===== config.mk =====
export PLATFORM = sky130hd
export DESIGN_NAME = ddr4_mc_regfile
export DESIGN_NICKNAME = d
export VERILOG_FILES = /design/src/rtl/ddr4_mc_regfile_pkg.sv /design/src/rtl/ddr4_mc_ch_stat.sv /design/src/rtl/ddr4_mc_regfile.sv
export SDC_FILE = /design/constraint.sdc
export NUM_CORES = 1
export LEC_CHECK = 0
export ABC_AREA = 1
export CAP_MARGIN = 15
export CELL_PAD_IN_SITES_DETAIL_PLACEMENT = 1
export CELL_PAD_IN_SITES_GLOBAL_PLACEMENT = 2
export CORE_AREA = 2 2 210 212
export DETAILED_ROUTE_END_ITERATION = 8
export DIE_AREA = 0 0 212 214
export PLACE_DENSITY = 0.86
export SLEW_MARGIN = 20
export SYNTH_ARGS = -nofsm -noshare
export SYNTH_HDL_FRONTEND = slang
export SYNTH_SLANG_ARGS = --single-unit
export TNS_END_PERCENT = 1

===== constraint.sdc =====
create_clock -name clk_i -period 4.5 [get_ports clk_i]
set_clock_uncertainty 0.15 [all_clocks]
set_input_delay 0.9 -clock clk_i [delete_from_list [all_inputs] [get_ports clk_i]]
set_output_delay 0.9 -clock clk_i [all_outputs]
set_load 0.1 [all_outputs]

===== src/rtl/ddr4_mc_regfile_pkg.sv =====
// Shared register map, bit positions and watchdog state encoding for the DDR4 MC register file.
package ddr4_mc_regfile_pkg;

  localparam int CH_STRIDE   = 'h20;
  localparam int CH_OFF_W    = $clog2(CH_STRIDE);
  localparam int CH_IDX_W    = 3;
  localparam int GLOBAL_BASE = 'h100;

  localparam logic [CH_OFF_W-1:0] REG_STATUS = 5'h00;
  localparam logic [CH_OFF_W-1:0] REG_CALIB  = 5'h08;
  localparam logic [CH_OFF_W-1:0] REG_ECC    = 5'h10;
  localparam logic [CH_OFF_W-1:0] REG_CTRL   = 5'h18;

  localparam int CALIB_DONE_BIT    = 0;
  localparam int CALIB_TIMEOUT_BIT = 1;
  localparam int CTRL_EN_UE_BIT    = 0;
  localparam int CTRL_EN_TO_BIT    = 1;
  localparam int ECC_UE_LSB        = 32;

  typedef enum logic [1:0] {
    WDT_IDLE,
    WDT_COUNT,
    WDT_DONE,
    WDT_TIMEOUT
  } wdt_state_e;

endpackage


===== src/rtl/ddr4_mc_ch_stat.sv =====
// Per-channel status block: input snapshots, saturating ECC counters, CTRL and interrupt pending.
// Calibration watchdog present only when DDR4_MC_REGFILE_CALIB_WDT_EN is defined.
module ddr4_mc_ch_stat
  import ddr4_mc_regfile_pkg::*;
#(
  parameter int STATUS_W          = 16,
  parameter int CNT_W             = 32,
  parameter int CALIB_TIMEOUT_CYC = 1048576
) (
  input  logic                clk_i,
  input  logic                reset_n_i,
  input  logic [STATUS_W-1:0] status_i,
  input  logic                calib_complete_i,
  input  logic                ecc_ce_i,
  input  logic                ecc_ue_i,
  input  logic                calib_w1c_i,
  input  logic                ecc_clr_i,
  input  logic                ctrl_we_i,
  input  logic [1:0]          ctrl_wdata_i,
  output logic [STATUS_W-1:0] status_o,
  output logic                calib_done_o,
  output logic                calib_timeout_o,
  output logic [CNT_W-1:0]    ce_cnt_o,
  output logic [CNT_W-1:0]    ue_cnt_o,
  output logic [1:0]          ctrl_o,
  output logic                pending_o
);

  logic [STATUS_W-1:0] status_q;
  logic                calib_q;
  logic [CNT_W-1:0]    ce_cnt_q, ce_cnt_d;
  logic [CNT_W-1:0]    ue_cnt_q, ue_cnt_d;
  logic [1:0]          ctrl_q, ctrl_d;
  logic                timeout;

  // A clear in the same cycle as a pulse leaves the pulse counted.
  function automatic logic [CNT_W-1:0] ecc_cnt_next(input logic clr, input logic pulse,
                                                    input logic [CNT_W-1:0] cnt);
    logic [CNT_W-1:0] base;
    base = clr ? '0 : cnt;
    if (pulse && !(&base)) return base + CNT_W'(1);
    return base;
  endfunction

  always_comb begin
    ce_cnt_d = ecc_cnt_next(ecc_clr_i, ecc_ce_i, ce_cnt_q);
    ue_cnt_d = ecc_cnt_next(ecc_clr_i, ecc_ue_i, ue_cnt_q);
    ctrl_d   = ctrl_we_i ? ctrl_wdata_i : ctrl_q;
  end

  always_ff @(posedge clk_i or negedge reset_n_i) begin
    if (!reset_n_i) begin
      status_q <= '0;
      calib_q  <= 1'b0;
      ce_cnt_q <= '0;
      ue_cnt_q <= '0;
      ctrl_q   <= '0;
    end else begin
      status_q <= status_i;
      calib_q  <= calib_complete_i;
      ce_cnt_q <= ce_cnt_d;
      ue_cnt_q <= ue_cnt_d;
      ctrl_q   <= ctrl_d;
    end
  end

`ifdef DDR4_MC_REGFILE_CALIB_WDT_EN
  localparam int WDT_W = $clog2(CALIB_TIMEOUT_CYC);
  localparam logic [WDT_W-1:0] WDT_LAST = WDT_W'(CALIB_TIMEOUT_CYC - 1);

  wdt_state_e       wdt_state_q, wdt_state_d;
  logic [WDT_W-1:0] wdt_cnt_q, wdt_cnt_d;
  logic             timeout_q, timeout_d;
  logic             recal;

  // calib_q holds last cycle's level, so this is a 1->0 edge.
  assign recal = calib_q & ~calib_complete_i;

  always_comb begin
    wdt_state_d = wdt_state_q;
    wdt_cnt_d   = wdt_cnt_q;
    timeout_d   = timeout_q & ~calib_w1c_i;
    case (wdt_state_q)
      WDT_IDLE, WDT_COUNT: begin
        if (calib_complete_i) begin
          wdt_state_d = WDT_DONE;
        end else if (wdt_cnt_q == WDT_LAST) begin
          wdt_state_d = WDT_TIMEOUT;
          timeout_d   = 1'b1;
        end else begin
          wdt_state_d = WDT_COUNT;
          wdt_cnt_d   = wdt_cnt_q + WDT_W'(1);
        end
      end
      WDT_DONE, WDT_TIMEOUT: begin
        if (recal) begin
          wdt_state_d = WDT_COUNT;
          wdt_cnt_d   = '0;
        end
      end
      default: wdt_state_d = WDT_IDLE;
    endcase
  end

  always_ff @(posedge clk_i or negedge reset_n_i) begin
    if (!reset_n_i) begin
      wdt_state_q <= WDT_IDLE;
      wdt_cnt_q   <= '0;
      timeout_q   <= 1'b0;
    end else begin
      wdt_state_q <= wdt_state_d;
      wdt_cnt_q   <= wdt_cnt_d;
      timeout_q   <= timeout_d;
    end
  end

  assign timeout = timeout_q;
`else
  logic unused_w1c;
  assign unused_w1c = calib_w1c_i;
  assign timeout    = 1'b0;
`endif

  assign status_o        = status_q;
  assign calib_done_o    = calib_q;
  assign calib_timeout_o = timeout;
  assign ce_cnt_o        = ce_cnt_q;
  assign ue_cnt_o        = ue_cnt_q;
  assign ctrl_o          = ctrl_q;
  assign pending_o       = ((|ue_cnt_q) & ctrl_q[CTRL_EN_UE_BIT]) |
                           (timeout & ctrl_q[CTRL_EN_TO_BIT]);

endmodule


===== src/rtl/ddr4_mc_regfile.sv =====
// DDR4 MC status/control register file: address decode, registered read mux and combined IRQ.
// Optional calibration watchdog enabled by defining DDR4_MC_REGFILE_CALIB_WDT_EN.
module ddr4_mc_regfile
  import ddr4_mc_regfile_pkg::*;
#(
  parameter int NUM_CH            = 2,
  parameter int STATUS_W          = 16,
  parameter int CNT_W             = 32,
  parameter int CALIB_TIMEOUT_CYC = 1048576,
  parameter int ADDR_W            = 32,
  parameter int DATA_W            = 64,
  parameter int BSEL_W            = 8
) (
  input  logic                         clk_i,
  input  logic                         reset_n_i,
  input  logic                         config_en_i,
  input  logic [BSEL_W-1:0]            config_wben_i,
  input  logic [ADDR_W-1:0]            config_addr_i,
  input  logic [DATA_W-1:0]            config_wdata_i,
  output logic [DATA_W-1:0]            config_rdata_o,
  input  logic [NUM_CH*STATUS_W-1:0]   ddr4_status_i,
  input  logic [NUM_CH-1:0]            ddr4_calib_complete_i,
  input  logic [NUM_CH-1:0]            ddr4_ecc_ce_i,
  input  logic [NUM_CH-1:0]            ddr4_ecc_ue_i,
  output logic                         irq_o
);

  logic                wr, rd, ch_hit, glb_hit;
  logic [CH_IDX_W-1:0] ch_idx;
  logic [CH_OFF_W-1:0] ch_off;
  logic [DATA_W-1:0]   rdata_q, rdata_d;
  logic                irq_q, irq_d;
  logic [NUM_CH-1:0]   pending;

  logic [STATUS_W-1:0] ch_status     [NUM_CH];
  logic                ch_calib_done [NUM_CH];
  logic                ch_timeout    [NUM_CH];
  logic [CNT_W-1:0]    ch_ce_cnt     [NUM_CH];
  logic [CNT_W-1:0]    ch_ue_cnt     [NUM_CH];
  logic [1:0]          ch_ctrl       [NUM_CH];

  logic unused_wdata;
  assign unused_wdata = ^config_wdata_i[DATA_W-1:2];

  assign wr      = config_en_i & (|config_wben_i);
  assign rd      = config_en_i & ~(|config_wben_i);
  assign ch_idx  = config_addr_i[CH_OFF_W +: CH_IDX_W];
  assign ch_off  = config_addr_i[CH_OFF_W-1:0];
  assign ch_hit  = (config_addr_i < ADDR_W'(GLOBAL_BASE)) && (int'(ch_idx) < NUM_CH);
  assign glb_hit = (config_addr_i == ADDR_W'(GLOBAL_BASE));

  for (genvar c = 0; c < NUM_CH; c++) begin : g_ch
    logic sel;
    assign sel = wr & ch_hit & (ch_idx == CH_IDX_W'(c));

    ddr4_mc_ch_stat #(
      .STATUS_W          (STATUS_W),
      .CNT_W             (CNT_W),
      .CALIB_TIMEOUT_CYC (CALIB_TIMEOUT_CYC)
    ) u_ch_stat (
      .clk_i            (clk_i),
      .reset_n_i        (reset_n_i),
      .status_i         (ddr4_status_i[c*STATUS_W +: STATUS_W]),
      .calib_complete_i (ddr4_calib_complete_i[c]),
      .ecc_ce_i         (ddr4_ecc_ce_i[c]),
      .ecc_ue_i         (ddr4_ecc_ue_i[c]),
      .calib_w1c_i      (sel & (ch_off == REG_CALIB) & config_wben_i[0] &
                         config_wdata_i[CALIB_TIMEOUT_BIT]),
      .ecc_clr_i        (sel & (ch_off == REG_ECC)),
      .ctrl_we_i        (sel & (ch_off == REG_CTRL) & config_wben_i[0]),
      .ctrl_wdata_i     (config_wdata_i[1:0]),
      .status_o         (ch_status[c]),
      .calib_done_o     (ch_calib_done[c]),
      .calib_timeout_o  (ch_timeout[c]),
      .ce_cnt_o         (ch_ce_cnt[c]),
      .ue_cnt_o         (ch_ue_cnt[c]),
      .ctrl_o           (ch_ctrl[c]),
      .pending_o        (pending[c])
    );
  end

  // Non-read cycles load zero so rdata is only non-zero right after a read.
  always_comb begin
    rdata_d = '0;
    if (rd && ch_hit) begin
      for (int c = 0; c < NUM_CH; c++) begin
        if (ch_idx == c[CH_IDX_W-1:0]) begin
          case (ch_off)
            REG_STATUS: rdata_d[STATUS_W-1:0] = ch_status[c];
            REG_CALIB: begin
              rdata_d[CALIB_DONE_BIT]    = ch_calib_done[c];
              rdata_d[CALIB_TIMEOUT_BIT] = ch_timeout[c];
            end
            REG_ECC: begin
              rdata_d[CNT_W-1:0]          = ch_ce_cnt[c];
              rdata_d[ECC_UE_LSB +: CNT_W] = ch_ue_cnt[c];
            end
            REG_CTRL: rdata_d[1:0] = ch_ctrl[c];
            default: ;
          endcase
        end
      end
    end else if (rd && glb_hit) begin
      rdata_d[NUM_CH-1:0] = pending;
    end
  end

  assign irq_d = |pending;

  always_ff @(posedge clk_i or negedge reset_n_i) begin
    if (!reset_n_i) begin
      rdata_q <= '0;
      irq_q   <= 1'b0;
    end else begin
      rdata_q <= rdata_d;
      irq_q   <= irq_d;
    end
  end

  assign config_rdata_o = rdata_q;
  assign irq_o          = irq_q;

endmodule


==> flow_summary.ini, run 1 <==
[run_status]
status = finished clean

[layout]
area.sequential_sq_um = 5781
fin_nets = 2299
drive_gt1_share_pct = 6.759
fillers = 5353
fin_util_pct = 39.97
stdcell_count = 2761
area_delta_synth_final_pct = 21.35
multiInputGateArea_sq_um = 7186

[sta]
fin_crit_sh_pct = 76.67
relSlewSlack_pct = 25.60
slew_viol_final = 0
tns_ns = 0
hold_slack_ns = 0.2061
setup_viol_count_final = 0
rsz0062_at_grt = no
finalHoldViolCount = 0
worstMarginPinSlew_ns = 1.113
min_period_ns = 3.450
fmax_mhz = 289.8
finalWorstSetupSlack_ns = 1.050

[critical_path]
crit_required_ns = 4.84
cp_num_buf_inv = 4
worstPathCellList = clkdlybuf4s50_1 -> nor2_1 -> nand3_1 -> nor2_1 -> nand2_2 -> nor2_8 -> nand3_4 -> buf_12 -> nand4_1 -> inv_1 -> nand2_1 -> nor2_4 -> nand2_4 -> nand2_4 -> inv_4 -> nand2_1 -> nand2_1
cp_slowest_cell = clkdlybuf4s50_1
crit_fanout = 36
slowest_delay_ns = 0.45
critPathTopFamily = simple AND/OR/NAND/NOR gates
crit_arrival_ns = 3.79
path_class = in2reg
cp_common_cell = nand2_1
worstSetupStartpointType = primary input
cp-end-kind = register

[cts]
cts_resized = 0
cts.path.max_buffers = 3
hold_buffers = 0
numCtsBuffers = 28
cts_setup_buffers = 0
cts.sinks = 231
cts-root-buf = clkbuf_16
clk_latency_ns = 0.56
cts_max_level = 1
tritoncts = built
cts.clk_slew.worst_paths_ns = 0.06

[routing]
viasPerCell = 5.002
routedWlPerCell_um = 18.10
routed_wl_um = 49970
drt_iter0_drc = 804
vias = 13810
drc = 0
firstDrtPassIters = 5
ant_nets = 0

[grt]
grt_overflow = 0
grtUsageTotal_pct = 22.49
grt_antenna_before_repair = 1
grt_start_max_net_pins = 89
grt_pass1_vias = 14610
grt_pass1_wl_um = 81030

[power]
power.density_nw_per_um2 = 311.0
ir_worst_vdd_v = 0.0002661
p_leak_nw = 8.187

[synthesis]
yosysMostFrequentCell = nand2_1
synth_area_sq_um = 14130
synth_top_area_cell = dfrtp_1
synthArstFlopShare_pct = 100.0
synth_edf_count = 0
ys_top_cells_by_count = nand2_1 (794), nor2_1 (243), dfrtp_1 (231), nand3_1 (197), inv_1 (169)
ys_types = 37
syn_nets = 2176
synth_flop_cell = dfrtp_1
yosys_warnings = 0
yosys_register_bits = 231
synth.avg_cell_area_sq_um = 6.955
netlist_top_cells_area = dfrtp_1 (41%), nand2_1 (21%), nand3_1 (7.0%)
yosysSeqAreaShare_pct = 40.92
syn_inst = 2031
synthDominantCellAreaShare_pct = 40.92

[floorplan]
num_io_pins = 210
placementRows = 76
die_h_um = 214
dieArea_sq_um = 45370
coreArea_sq_um = 42890
start_util_pct = 32.94
die_x_um = 212

[placement]
place.gp.congestion = 0.8759
dp.cells = 2709
pre_cts_slack_ns = 0.4637
hpwlAfterDp_um = 37670
place.port_buffers = 147

[worst_hold_path]
hold_class = in2async

[run]
drv_cap = 0
[per-layer routing]
metal,GRT usage [%],up-vias,wire length (um)
met2,37.02,194,23840
met1,31.53,6839,23420
met3,2.434,65,1612
met5,0,-,0
li1,-,6713,-
met4,5.469,0,1102
[cell families after synthesis]
logic type      synth area share [%]
buf+inv                        8.335
compound gates                 5.934
xor+xnor                       2.976
simple gates                   41.83
flops                          40.92
[through the flow]
step / power (mW) / instance area [sq um]
after CTS: 5.386 / 17140
after global routing: 5.560 / 17140
after global placement: 2.869 / 16150
after detailed placement: 2.897 / 16150
after floorplan: 2.628 / 14130
final: 5.331 / 17140
[where the power goes]
group	switching, mW	leakage (nW)	internal [mW]	total (mW)
clock	0.954	0.494	1.52	2.48
sequential	0.146	3.12	2.17	2.31
combinational	0.329	4.57	0.211	0.541
total	1.43	8.19	3.90	5.33
[registers in the layout, summed over array words and instances, names as in the netlist]
name,cells
g_ch.u_ch_stat.calib_done_o,2
g_ch.u_ch_stat.status_o,32
g_ch.u_ch_stat.ce_cnt_o,64
config_rdata_o,64
g_ch.u_ch_stat.ctrl_o,4
g_ch.u_ch_stat.ue_cnt_o,64
irq_o,1
[placed cells by master (no fill, tap or decap), types with 3 or more instances in the layout]
cell type / Yosys / routed
nand4_1: 34 / 34
nor3_1: 4 / 4
nor2_1: 243 / 241
clkbuf_16: 0 / 29
o22ai_1: 16 / 16
a211oi_1: 14 / 14
nand2_2: 10 / 11
a21oi_1: 37 / 37
clkbuf_8: 0 / 4
xor2_1: 48 / 48
o21ai_0: 29 / 29
nor2_2: 12 / 12
nand3_2: 20 / 20
clkbuf_1: 24 / 5
bufinv_16: 0 / 5
nand2_4: 8 / 8
a221oi_1: 4 / 4
nor4_1: 17 / 17
clkinv_2: 0 / 8
nand3_4: 3 / 3
buf_12: 0 / 9
nand3b_1: 5 / 5
nor2_4: 9 / 11
a22o_1: 8 / 8
a22oi_1: 25 / 25
clkdlybuf4s50_1: 0 / 146
nand2_1: 794 / 793
dfrtp_1: 231 / 231
buf_4: 9 / 17
nand3_1: 197 / 197
inv_4: 4 / 4
inv_1: 169 / 169
[path summary, 6_finish.rpt]
kind | start | end | slack (ns) | depth (start not counted)
setup / recovery | config_addr_i[10] | g_ch[0].u_ch_stat.ce_cnt_o[15] | 1.05 | 17
hold / removal | reset_n_i | g_ch[1].u_ch_stat.ce_cnt_o[8] | 0.21 | 1
setup reg to reg | g_ch[0].u_ch_stat.ue_cnt_o[3] | g_ch[0].u_ch_stat.ue_cnt_o[2] | 2.21 | 9
hold reg to reg | g_ch[0].u_ch_stat.ctrl_o[1] | g_ch[0].u_ch_stat.ctrl_o[1] | 0.36 | 2
max in group asynchronous | reset_n_i | g_ch[0].u_ch_stat.ue_cnt_o[27] | 3.02 | 2
min in group clk_i | g_ch[0].u_ch_stat.ctrl_o[1] | g_ch[0].u_ch_stat.ctrl_o[1] | 0.36 | 2
[worst register-to-register path, delay by kind of cell (launching register included)]
kind / cells / cell delay (ns)
buffers and inverters: 1 / 0.32
AND/OR/NAND/NOR: 8 / 1.30
flip-flops: 1 / 0.48
[layout make-up]
class	instances	share of cell area, %
Timing Repair Buffer	173	10.41
Multi-Input combinational cell	1545	41.92
Clock inverter	13	1.109
Clock buffer	38	4.664
Sequential cell	231	33.72
Antenna cell	1	0.01460
Inverter	175	3.891
Tap cell	585	4.270
No activity file was read; power rests on OpenSTA's default activity.
==> run 2: changes to the inputs <==
--- a/config.mk
+++ b/config.mk
@@ -9,10 +9,10 @@
 export CAP_MARGIN = 15
 export CELL_PAD_IN_SITES_DETAIL_PLACEMENT = 1
 export CELL_PAD_IN_SITES_GLOBAL_PLACEMENT = 2
-export CORE_AREA = 2 2 210 212
+export CORE_AREA = 2 2 217 219
 export DETAILED_ROUTE_END_ITERATION = 8
-export DIE_AREA = 0 0 212 214
-export PLACE_DENSITY = 0.86
+export DIE_AREA = 0 0 219 221
+export PLACE_DENSITY = 0.81
 export SLEW_MARGIN = 20
 export SYNTH_ARGS = -nofsm -noshare
 export SYNTH_HDL_FRONTEND = slang
==> constraint.sdc (replaced) <==
create_clock -name clk_i -period 3.5 [get_ports clk_i]
set_clock_uncertainty 0.15 [all_clocks]
set_input_delay 0.7 -clock clk_i [delete_from_list [all_inputs] [get_ports clk_i]]
set_output_delay 0.7 -clock clk_i [all_outputs]
set_load 0.1 [all_outputs]
==> run 2 against run 1 <==
Non-clock buffer count is 63 higher. Setup slack lost 0.54 ns. First-iteration DRC count decreased by 3.2%. Total power rose by 31%. Via count increased by 2.0%. Largest power group unchanged. Routed wire length is 2.7% higher. Cell area increased by 2.4%.
==> flow_summary.ini, run 2 (synthesized netlist as in run 1, its figures left out) <==
[run_status]
status = finished clean

[sta]
min_period_ns = 2.992
finalHoldViolCount = 0
fin_crit_sh_pct = 85.50
slew_viol_final = 0
rsz0062_at_grt = no
tns_ns = 0
hold_slack_ns = 0.3333
setup_viol_count_final = 0
fmax_mhz = 334.2
worstMarginPinSlew_ns = 0.7663
relSlewSlack_pct = 48.91

[cts]
numCtsBuffers = 29
cts_resized = 0
cts-root-buf = clkbuf_16
tritoncts = built
cts.path.max_buffers = 3
cts_max_level = 1
cts.sinks = 231
clk_latency_ns = 0.57
cts.clk_slew.worst_paths_ns = 0.06

[placement]
place.gp.congestion = 0.8696
hpwlAfterDp_um = 38760
place.port_buffers = 147

[run]
drv_cap = 0

[routing]
drc = 0
ant_nets = 0
drt_iter0_drc = 778
viasPerCell = 4.949
routedWlPerCell_um = 18.02
firstDrtPassIters = 4
vias = 14090
routed_wl_um = 51300

[critical_path]
crit_required_ns = 3.85
crit_arrival_ns = 3.34
worstSetupStartpointType = primary input
cp-end-kind = register
crit_fanout = 26
path_class = in2reg

[layout]
fin_nets = 2363
area_delta_synth_final_pct = 24.31
mostFrequentLayoutCells = nand2_1 (793), nor2_1 (241), dfrtp_1 (231), nand3_1 (197), inv_1 (169)
n_antenna_cell = 0
drive_gt1_share_pct = 12.37
mostFrequentLayoutCell = nand2_1

[grt]
grtUsageTotal_pct = 21.52
grt_pass1_wl_um = 82680
grt_start_max_net_pins = 77
grt_antenna_before_repair = 0
grt_pass1_vias = 14870
grt_overflow = 0

[power]
ir_worst_vdd_v = 0.0003345
p_leak_nw = 8.633
power.density_nw_per_um2 = 398.5

[floorplan]
placementRows = 79
num_io_pins = 210
start_util_pct = 30.67
die_x_um = 219
die_h_um = 221
dieArea_sq_um = 48400
coreArea_sq_um = 46060

[worst_hold_path]
hold_class = reg2reg
-- run 2: cell count changes in the layout (fill, tap and decap cells not counted), moves of 3 or more --
cell | before | now
buf_12 | 9 | 12
buf_4 | 17 | 141
clkdlybuf4s50_1 | 146 | 81
clkinv_2 | 8 | 5
clkinvlp_4 | 0 | 5
-- run 2: routing by layer --
layer	global-route usage (%)	part of all wire, %	up-vias
met5	0	0	-
met4	4.534	1.7	0
met3	2.351	3.1	50
met2	36.04	48	170
met1	29.90	47	7016
li1	-	-	6855
-- run 2: cell type report --
cell class / count / area, sq um
well taps: 607 / 759.5
repair buffers: 236 / 2135
flip-flops and latches: 231 / 5781
clock inverters: 17 / 251.5
clock buffers: 36 / 782.0
multi-input cells: 1545 / 7186
inverters: 175 / 666.9
fillers: 5846 / 28500
-- run 2: where the power goes --
part | internal [mW] | switching, mW | total (mW)
Sequential | 2.79 | 0.188 | 2.98
Clock | 2.02 | 1.27 | 3.30
Combinational | 0.298 | 0.428 | 0.725
-- run 2: stage by stage --
| step | instance area, sq um | worst slack (ns) | utilization, % | std cells | total power [mW] |
|---|---|---|---|---|---|
| 2_1_floorplan | 14130 | 0.7794 | - | 2031 | 3.378 |
| 3_3_place_gp | 16520 | 0.01630 | 35.86 | 2793 | 3.718 |
| 3_5_place_dp | 16520 | -0.07751 | 35.86 | 2793 | 3.753 |
| 4_1_cts | 17560 | 0.5079 | 38.12 | 2847 | 7.065 |
| 5_1_grt | 17560 | 0.2595 | 38.12 | 2847 | 7.316 |
| 6_report | 17560 | 0.5075 | 38.12 | 2847 | 6.997 |
-- run 2: worst paths after layout --
path,from,end,slack [ns],cells after the start
setup / recovery,config_addr_i[10],g_ch[1].u_ch_stat.ue_cnt_o[2],0.51,18
setup reg to reg,g_ch[1].u_ch_stat.ce_cnt_o[1],g_ch[1].u_ch_stat.ce_cnt_o[31],1.41,9
min in group asynchronous,reset_n_i,g_ch[1].u_ch_stat.ue_cnt_o[22],0.50,2
hold reg to reg,g_ch[1].u_ch_stat.ctrl_o[1],g_ch[1].u_ch_stat.ctrl_o[1],0.33,2
hold / removal,g_ch[1].u_ch_stat.ctrl_o[1],g_ch[1].u_ch_stat.ctrl_o[1],0.33,2
max in group asynchronous,reset_n_i,g_ch[0].u_ch_stat.status_o[11],1.88,3
-- run 2: critical path: stages --
cell and delay (ns):
clkdlybuf4s50_1 0.45, nor2_1 0.13, nand3_1 0.08, nor2_1 0.17, nand2_2 0.12, nor2_8 0.17, nand3_4 0.18, buf_12 0.22
buf_4 0.19, nand3_2 0.08, nor2_1 0.07, nand2_2 0.10, nor2_2 0.05, nand2_4 0.07, nand2_4 0.06, inv_4 0.28
nand2_1 0.10, nand2_1 0.08
-- run 2: what timing repair did --
| action | 4_1_cts | 5_1_grt |
|---|---|---|
| setup buffers | 0 | 0 |
| hold endpoints to repair | 47 | 0 |
| hold buffers | 1 | 0 |
